==> src/rtl/uart_receiver_if.sv <==
// CPU-facing side of the UART receiver: received byte plus its one-cycle
// status and framing-error strobes.
interface uart_receiver_if #(
    parameter int DATA_BITS = 8
);
    logic [DATA_BITS-1:0] rx_data;
    logic                 rx_status;
    logic                 frame_err;

    modport master (output rx_data, rx_status, frame_err);
    modport slave  (input  rx_data, rx_status, frame_err);
endinterface

==> src/rtl/uart_receiver.sv <==
// 8N1 UART receiver sampling mid-bit on BaudRate oversample ticks; delivers
// each good byte with a one-cycle rx_status strobe, bad stop bits with frame_err.
module uart_receiver #(
    parameter int OVERSAMPLE  = 16,
    parameter int DATA_BITS   = 8,
    parameter int SYNC_STAGES = 2
) (
    input  logic            sysclk,
    input  logic            reset,
    input  logic            BaudRate,
    input  logic            rx,
    uart_receiver_if.master cpuBus
);
    localparam int CNT_W = $clog2(OVERSAMPLE);
    localparam int IDX_W = $clog2(DATA_BITS + 1);
    localparam logic [CNT_W-1:0] HALF_LAST = CNT_W'(OVERSAMPLE / 2 - 1);
    localparam logic [CNT_W-1:0] BIT_LAST  = CNT_W'(OVERSAMPLE - 1);
    localparam logic [IDX_W-1:0] IDX_LAST  = IDX_W'(DATA_BITS - 1);

    typedef enum logic [2:0] {IDLE, START, DATA, STOP, BREAK} rxState_t;

    rxState_t               state, stateNext;
    logic [CNT_W-1:0]       cnt, cntNext;
    logic [IDX_W-1:0]       bitIdx, bitIdxNext;
    logic [DATA_BITS-1:0]   shiftReg, shiftNext;
    logic [DATA_BITS-1:0]   rxData, rxDataNext;
    logic                   rxStatus, rxStatusNext;
    logic                   frameErr, frameErrNext;
    logic                   baudQ;
    logic [SYNC_STAGES-1:0] rxSync;
    logic                   tick;
    logic                   rxS;

    // baudQ resets high so a BaudRate already high at reset release is not a tick.
    assign tick = BaudRate & ~baudQ;
    assign rxS  = rxSync[SYNC_STAGES-1];

    // NOTE: sequential state uses non-blocking assignments so every register
    // samples the pre-edge values, independent of statement order.
    always_ff @(posedge sysclk) begin
        if (reset) begin
            state    <= IDLE;
            cnt      <= '0;
            bitIdx   <= '0;
            shiftReg <= '0;
            rxData   <= '0;
            rxStatus <= 1'b0;
            frameErr <= 1'b0;
            baudQ    <= 1'b1;
            rxSync   <= '1;
        end else begin
            state    <= stateNext;
            cnt      <= cntNext;
            bitIdx   <= bitIdxNext;
            shiftReg <= shiftNext;
            rxData   <= rxDataNext;
            rxStatus <= rxStatusNext;
            frameErr <= frameErrNext;
            baudQ    <= BaudRate;
            rxSync   <= {rxSync[SYNC_STAGES-2:0], rx};
        end
    end

    // NOTE: every signal gets a default before the case so no path leaves it
    // unassigned, which would otherwise infer a latch.
    always_comb begin
        stateNext    = state;
        cntNext      = cnt;
        bitIdxNext   = bitIdx;
        shiftNext    = shiftReg;
        rxDataNext   = rxData;
        rxStatusNext = 1'b0;
        frameErrNext = 1'b0;

        if (tick) begin
            unique case (state)
                IDLE: begin
                    if (!rxS) begin
                        stateNext = START;
                        cntNext   = '0;
                    end
                end
                START: begin
                    // Half a bit in: still low means a real start bit.
                    if (cnt == HALF_LAST) begin
                        if (rxS) begin
                            stateNext = IDLE;
                        end else begin
                            stateNext  = DATA;
                            cntNext    = '0;
                            bitIdxNext = '0;
                        end
                    end else begin
                        cntNext = cnt + CNT_W'(1);
                    end
                end
                DATA: begin
                    if (cnt == BIT_LAST) begin
                        for (int i = 0; i < DATA_BITS; i++) begin
                            if (bitIdx == IDX_W'(i)) shiftNext[i] = rxS;
                        end
                        cntNext    = '0;
                        bitIdxNext = bitIdx + IDX_W'(1);
                        if (bitIdx == IDX_LAST) stateNext = STOP;
                    end else begin
                        cntNext = cnt + CNT_W'(1);
                    end
                end
                STOP: begin
                    if (cnt == BIT_LAST) begin
                        cntNext = '0;
                        if (rxS) begin
                            rxDataNext   = shiftReg;
                            rxStatusNext = 1'b1;
                            stateNext    = IDLE;
                        end else begin
                            frameErrNext = 1'b1;
                            stateNext    = BREAK;
                        end
                    end else begin
                        cntNext = cnt + CNT_W'(1);
                    end
                end
                BREAK: begin
                    if (rxS) stateNext = IDLE;
                end
                default: stateNext = IDLE;
            endcase
        end
    end

    assign cpuBus.rx_data   = rxData;
    assign cpuBus.rx_status = rxStatus;
    assign cpuBus.frame_err = frameErr;
endmodule

==> src/flat_wrapper.sv <==
// flat-port wrapper written by rule: the top's interface ports become plain ports
module uart_receiver_flat 
#(
    parameter int OVERSAMPLE  = 16,
    parameter int DATA_BITS   = 8,
    parameter int SYNC_STAGES = 2
)
  (sysclk, reset, BaudRate, rx, cpuBus_rx_data, cpuBus_rx_status, cpuBus_frame_err);
  uart_receiver_if #(.DATA_BITS(DATA_BITS)) cpuBus_i ();
  input  logic sysclk;
  input  logic reset;
  input  logic BaudRate;
  input  logic rx;
  output wire logic [$bits(cpuBus_i.rx_data)-1:0] cpuBus_rx_data;
  output wire logic [$bits(cpuBus_i.rx_status)-1:0] cpuBus_rx_status;
  output wire logic [$bits(cpuBus_i.frame_err)-1:0] cpuBus_frame_err;
  assign cpuBus_rx_data = cpuBus_i.rx_data;
  assign cpuBus_rx_status = cpuBus_i.rx_status;
  assign cpuBus_frame_err = cpuBus_i.frame_err;
  uart_receiver #(.OVERSAMPLE(OVERSAMPLE), .DATA_BITS(DATA_BITS), .SYNC_STAGES(SYNC_STAGES)) u_core (.sysclk(sysclk), .reset(reset), .BaudRate(BaudRate), .rx(rx), .cpuBus(cpuBus_i));
endmodule
==> config.mk <==
export PLATFORM = sky130hd
export DESIGN_NAME = uart_receiver_flat
export DESIGN_NICKNAME = d
export VERILOG_FILES = /design/src/rtl/uart_receiver_if.sv /design/src/rtl/uart_receiver.sv /design/src/flat_wrapper.sv
export SDC_FILE = /design/constraint.sdc
export NUM_CORES = 1
export LEC_CHECK = 0
export ABC_AREA = 1
export BUFFER_PORTS_ARGS = -buffer_cell sky130_fd_sc_hd__buf_4
export CAP_MARGIN = 20
export CORE_ASPECT_RATIO = 1.2
export CORE_MARGIN = 4
export CORE_UTILIZATION = 35
export DETAILED_ROUTE_END_ITERATION = 10
export PLACE_DENSITY_LB_ADDON = 0.05
export SETUP_SLACK_MARGIN = 0.2
export SLEW_MARGIN = 10
export SYNTH_ARGS = -nofsm -noshare
export SYNTH_HDL_FRONTEND = slang
export SYNTH_SLANG_ARGS = --single-unit
==> constraint.sdc <==
create_clock -name sysclk -period 1.76 [get_ports sysclk]
set_input_delay 0.176 -clock sysclk [delete_from_list [all_inputs] [get_ports sysclk]]
set_output_delay 0.176 -clock sysclk [all_outputs]
set_load 0.005 [all_outputs]
# == Word level (Yosys, flattened, before mapping) ==
# Cells that the tools add are included.
# Widths: inputs -> output; s select.
# classes
n_addsub,2
eq_ne,20
muxes,19
bitwise_logic,5
reduce_logical,18
# op_table
op,n
$reduce_and 4->1,9
$mux 4,6
$mux 3,7
$eq 4x3->1 const B,5
$pmux 3 s5,1
$pmux 4 s3,1
$ne 2x1->1 const B,5
$add 4x1->4 const B,2
$eq 4x2->1 const B,2
$pmux 4 s2,1
$reduce_and 7->1,1
$eq 3x2->1 const B,2
$reduce_and 5->1,1
$eq 4x1->1 const B,1
$eq 4x4->1 const B,1
$logic_not 4->1,1
$ne 2x2->1 const B,2
$not 1->1,4
$reduce_or 4->1,1
$eq 3x1->1 const B,1
$eq 3x3->1 const B,1
$logic_not 3->1,1
$reduce_bool 3->1,1
$mux 1,2
5 further kinds,5
# totals
regBits,32
inputBits,4
out_inout_bits,10
word_cells,80

# == Logic depth before layout (Yosys ltp) ==
# logic_depth
ltp_word,4
ltp_mapped,9

# == Worst setup path before layout ==
# OpenSTA, ideal clock, no wires.
# synth_path
path_type,reg2reg
start,register u_core.cnt[0]
end,register u_core.rxData[5] (netlist: u_core.cpuBus.rx_data[5])
t_arrival_ns,1.301
t_required_ns,1.694
setup_slack_ns,0.393
stages_incl_launch_ff,9
n_path_buf,1
synth_period_minus_slack_ns,1.367
path_cell_list,dfxtp_1 ha_1 nand2_2 nor2_4 nand2_4 nor2_4 buf_8 o21ai_2 a21oi_2
# synth_via
elab_chain_len,2
# synth_rtl
item,line,source
start: declaration,uart_receiver.sv:23,"logic [CNT_W-1:0] cnt, cntNext;"
start signal: assignment,uart_receiver.sv:53,cnt <= cntNext;
$eq 4x4->1,uart_receiver.sv:110,if (cnt == BIT_LAST) begin
$reduce_and 4->1 (no line),-,
end signal: assignment,uart_receiver.sv:56,rxData <= rxDataNext;
end: declaration,uart_receiver.sv:26,"logic [DATA_BITS-1:0] rxData, rxDataNext;"
# Every way passes these cells.
# A chain may end at the register's enable or synchronous reset.

# == Final worst setup path ==
# layout_path
start,register u_core.cnt[0]
end,register u_core.shiftReg[1]
# layout_via
elab_chain_len,2
# layout_rtl
item,line,source
$eq 4x4->1,uart_receiver.sv:98,if (cnt == BIT_LAST) begin
$reduce_and 4->1 (no line),-,
end signal: assignment,uart_receiver.sv:55,shiftReg <= shiftNext;
end: declaration,uart_receiver.sv:25,"logic [DATA_BITS-1:0] shiftReg, shiftNext;"
# Every way passes these cells.

==> out/qor_table.md <==
| Metric | Reported |
| --- | --- |
| Number of placement rows | 26 |
| Via count of the first global-routing pass | 1351 |
| H-Tree Depth | 2 |
| Area added between synthesis and finish | 20.80% |
| Worst Setup End Kind | flip-flop |
| WL/cell | 11.82 um |
| Number of distinct standard cells referenced by the synthesized netlist | 27 |
| Path type of the worst setup path | reg -> reg |
| Switching component of the power | 0.3175 mW |
| Fraction of the yosys area taken by sequential cells | 40.80% |
| Cts bufs inserted | 5 |
| Synthesis warning total | 0 |
| Clock root buffer | sky130_fd_sc_hd__clkbuf_8 |
| Synth Net Count | 229 |
| Final sum of negative setup slack | 0 ns |
| Tot Pwr | 1.492 mW |
| Logic pwr share | 4.4% |
| DR DRC count | 0 |
| Total grt overflow | 0 |
| Number of antenna violations at the first check in global routing | 0 |
| Max FO, Critical Path | 8 |
| Dpl cells | 287 |
| Most Frequent Cell on Critical Path | sky130_fd_sc_hd__nor2_4 |
| Final Hold Fails | 0 |
| Netlist Area Pre-Place | 1570 um^2 |
| Transition time of the tightest slew-check pin | 0.3063 ns |
| Final number of setup-violating endpoints | 0 |
| Weighted congestion reported at the end of routability-driven placement | 0.8386 |
| Effective utilization at floorplan | 36.57% |
| Critical path buffer and inverter count | 0 |
| Final cycle utilization of the critical path | 86.33% |
| Worst hold slack after final layout | 0.07699 ns |
| Max-Slew Margin vs Limit | 79.55% |
| Ant diodes | 0 |
| Initial DRC Count | 86 |
| Wire length after detailed routing | 3512 um |
| Mean instance size in the synthesized netlist | 7.138 um^2 |
| Worst hold path type | in -> reg |
| HPWL after detailed placement | 2615 um |
| Most frequent standard cell in the layout excluding fill and tap cells | sky130_fd_sc_hd__nand2_1 |
| Detailed-router iteration count before antenna repair | 4 |
| Family with the most delay on the worst path | simple AND/OR/NAND/NOR gates |
| Max Clock Freq | 658.1 MHz |
| Post-route clock skew | 0.004935 ns |
| Share of final-layout standard cells stronger than drive strength 1 | 19.92% |
| Req. time, crit path | 1.94 ns |
| Crit start category | flip-flop |
| Maximum vdd drop | 0.3292 mV |
| Seq cells post-synth | 32 |
| Pwr Density | 786.7 nW/um^2 |
| Clock share of power | 46.2% |
| Power Internal | 1.175 mW |
| Critical Path Max Stage Delay | 0.39 ns |
| Cell-by-cell listing of the critical path | ha_4 -> nand2_2 -> nor2_4 -> nand2_4 -> nor2_4 -> nand3_1 -> o21ai_1 -> nor2_1 |
| Highest-count cells in the layout ignoring fill and taps | sky130_fd_sc_hd__nand2_1, sky130_fd_sc_hd__nor2_1, sky130_fd_sc_hd__inv_1 |
| Static leakage power | 0.8003 nW |
| Sequential power share | 49.4% |
| Setup repair after global routing missed its margin | yes |
| Fin nets | 249 |
| Core Region | 4294 um^2 |
| Maximum number of pins on one net before global-route repair | 19 |
| Min Clock Period, post-route | 1.519 ns |
| PortBufs | 13 |
| Number of antenna-violating nets in the routed design | 0 |
| CTS tree | yes |
| Maximum root-to-sink buffer count | 2 |
| Switching share of power | 21.28% |
| Global router's overall resource usage | 13.58% |
| Io pins | 14 |
| Vertical die dimension | 81.38 um |
| Max-slew violation count | 0 |
| Gate count of the mapped netlist | 220 |
| Fillers | 469 |
| Total via count in the routed design | 1407 |
| Insertion delay of the later-clocked pin in the worst-skew pair | 0.28 ns |
| Number of max-cap violations | 0 |
| Area enclosed by the die boundary | 5627 um^2 |
| Clock sink total | 32 |
| Die boundary width | 69.15 um |
| Clk pin slew, worst setup/hold paths | 0.07 ns |
| Crit path max-delay cell type | sky130_fd_sc_hd__dfxtp_2 |
| Non-filler cells, final | 297 |
| Routed vias/inst | 4.737 |
| Wire length of the first global-routing pass | 6092 um |
| Result of the run | finished, final reports clean |
| Worst path arrival time | 1.70 ns |
state kept, by name, indices dropped and copies added (netlist names), 2 cells and up:
signal and flops:
u_core.bitIdx 4, u_core.state 3, u_core.cpuBus.rx_data 8, u_core.cnt 4, u_core.shiftReg 8, u_core.rxSync 2
power groups by stage:
stage / Clock [mW] / Combinational [mW] / Sequential (mW)
2_1_floorplan: 0 / 0.0424 / 0.751
3_3_place_gp: 0 / 0.0654 / 0.753
3_5_place_dp: 0 / 0.0658 / 0.753
4_1_cts: 0.712 / 0.0664 / 0.737
5_1_grt: 0.747 / 0.0737 / 0.738
6_report: 0.690 / 0.0657 / 0.737
metrics by stage:
step | setup slack, ns | util (%) | area (um^2)
after global placement | 0.2276 | 40.47 | 1738
after CTS | 0.2108 | 43.68 | 1876
after floorplan | 0.3935 | - | 1570
after global routing | 0.1600 | 44.17 | 1897
final | 0.2405 | 44.17 | 1897
after detailed placement | 0.1349 | 40.47 | 1738
cell families after synthesis:
group | after synthesis | synth area share, %
XOR/XNOR | 2 | 1.116
AND/OR/NAND/NOR | 106 | 31.15
buffers and inverters | 37 | 9.640
adder cells (fa/ha/maj) | 5 | 3.984
flip-flops | 32 | 40.80
AO/OA/AOI/OAI | 38 | 13.31
repair_timing:
item,4_1_cts,5_1_grt
setup endpoints to repair,11,21
pin swaps,1,1
resized for setup,1,6
buffers inserted,2,0
hold buffers,0,0
final cells by class:
| class | instances | area [um^2] | share of cell area [%] |
|---|---|---|---|
| Sequential cell | 32 | 644.4 | 33.97 |
| Inverter | 33 | 123.9 | 6.530 |
| Clock buffer | 6 | 72.57 | 3.826 |
| Timing Repair Buffer | 17 | 152.6 | 8.047 |
| Tap cell | 56 | 70.07 | 3.694 |
| Clock inverter | 2 | 35.03 | 1.847 |
| Multi-Input combinational cell | 151 | 798.3 | 42.08 |
Yosys cell counts:
cell / number / share of area [%]
sky130_fd_sc_hd__xor2_1: 1 / 0.56
sky130_fd_sc_hd__nand3_2: 1 / 0.64
sky130_fd_sc_hd__nand3_1: 21 / 6.7
sky130_fd_sc_hd__nand2_1: 35 / 8.4
sky130_fd_sc_hd__a21oi_1: 14 / 4.5
sky130_fd_sc_hd__xnor2_1: 1 / 0.56
sky130_fd_sc_hd__or2_2: 2 / 0.80
sky130_fd_sc_hd__a22oi_1: 1 / 0.48
sky130_fd_sc_hd__nor3_1: 3 / 0.96
sky130_fd_sc_hd__clkbuf_1: 1 / 0.24
sky130_fd_sc_hd__nor2_1: 34 / 8.1
sky130_fd_sc_hd__buf_1: 1 / 0.24
sky130_fd_sc_hd__inv_1: 31 / 7.4
sky130_fd_sc_hd__o21ai_1: 7 / 2.2
sky130_fd_sc_hd__buf_8: 1 / 0.96
sky130_fd_sc_hd__nand4_1: 1 / 0.40
sky130_fd_sc_hd__nand2_2: 4 / 1.6
sky130_fd_sc_hd__nor2_4: 4 / 2.9
sky130_fd_sc_hd__inv_2: 2 / 0.48
sky130_fd_sc_hd__o21ai_0: 11 / 3.5
sky130_fd_sc_hd__a31oi_1: 1 / 0.40
sky130_fd_sc_hd__buf_2: 1 / 0.32
sky130_fd_sc_hd__nand2_4: 1 / 0.72
sky130_fd_sc_hd__o21ai_2: 2 / 1.1
sky130_fd_sc_hd__ha_1: 5 / 4.0
sky130_fd_sc_hd__a21oi_2: 2 / 1.1
sky130_fd_sc_hd__dfxtp_1: 32 / 41
worst reg2reg max path: stages (launching register included):
cell and delay (ns):
sky130_fd_sc_hd__dfxtp_2 0.39, sky130_fd_sc_hd__ha_4 0.18, sky130_fd_sc_hd__nand2_2 0.09, sky130_fd_sc_hd__nor2_4 0.12, sky130_fd_sc_hd__nand2_4 0.09, sky130_fd_sc_hd__nor2_4 0.20
sky130_fd_sc_hd__nand3_1 0.17, sky130_fd_sc_hd__o21ai_1 0.15, sky130_fd_sc_hd__nor2_1 0.05
per-layer routing:
| metal | GRT usage, % | vias up | wire length (um) |
|---|---|---|---|
| li1 | - | 743 | - |
| met1 | 16.22 | 642 | 1652 |
| met2 | 23.28 | 16 | 1680 |
| met3 | 4.084 | 6 | 129 |
| met4 | 4.688 | 0 | 49 |
| met5 | 0 | - | 0 |
final timing paths:
| check | endpoint | startpoint | depth (start not counted) | slack [ns] |
|---|---|---|---|---|
| hold / removal | u_core.rxSync[0] | rx | 2 | 0.08 |
| setup reg to reg | u_core.shiftReg[1] | u_core.cnt[0] | 8 | 0.24 |
| setup / recovery | u_core.shiftReg[1] | u_core.cnt[0] | 8 | 0.24 |
| hold reg to reg | u_core.rxSync[1] | u_core.rxSync[0] | 1 | 0.42 |
No activity file was read; power rests on OpenSTA's default activity.
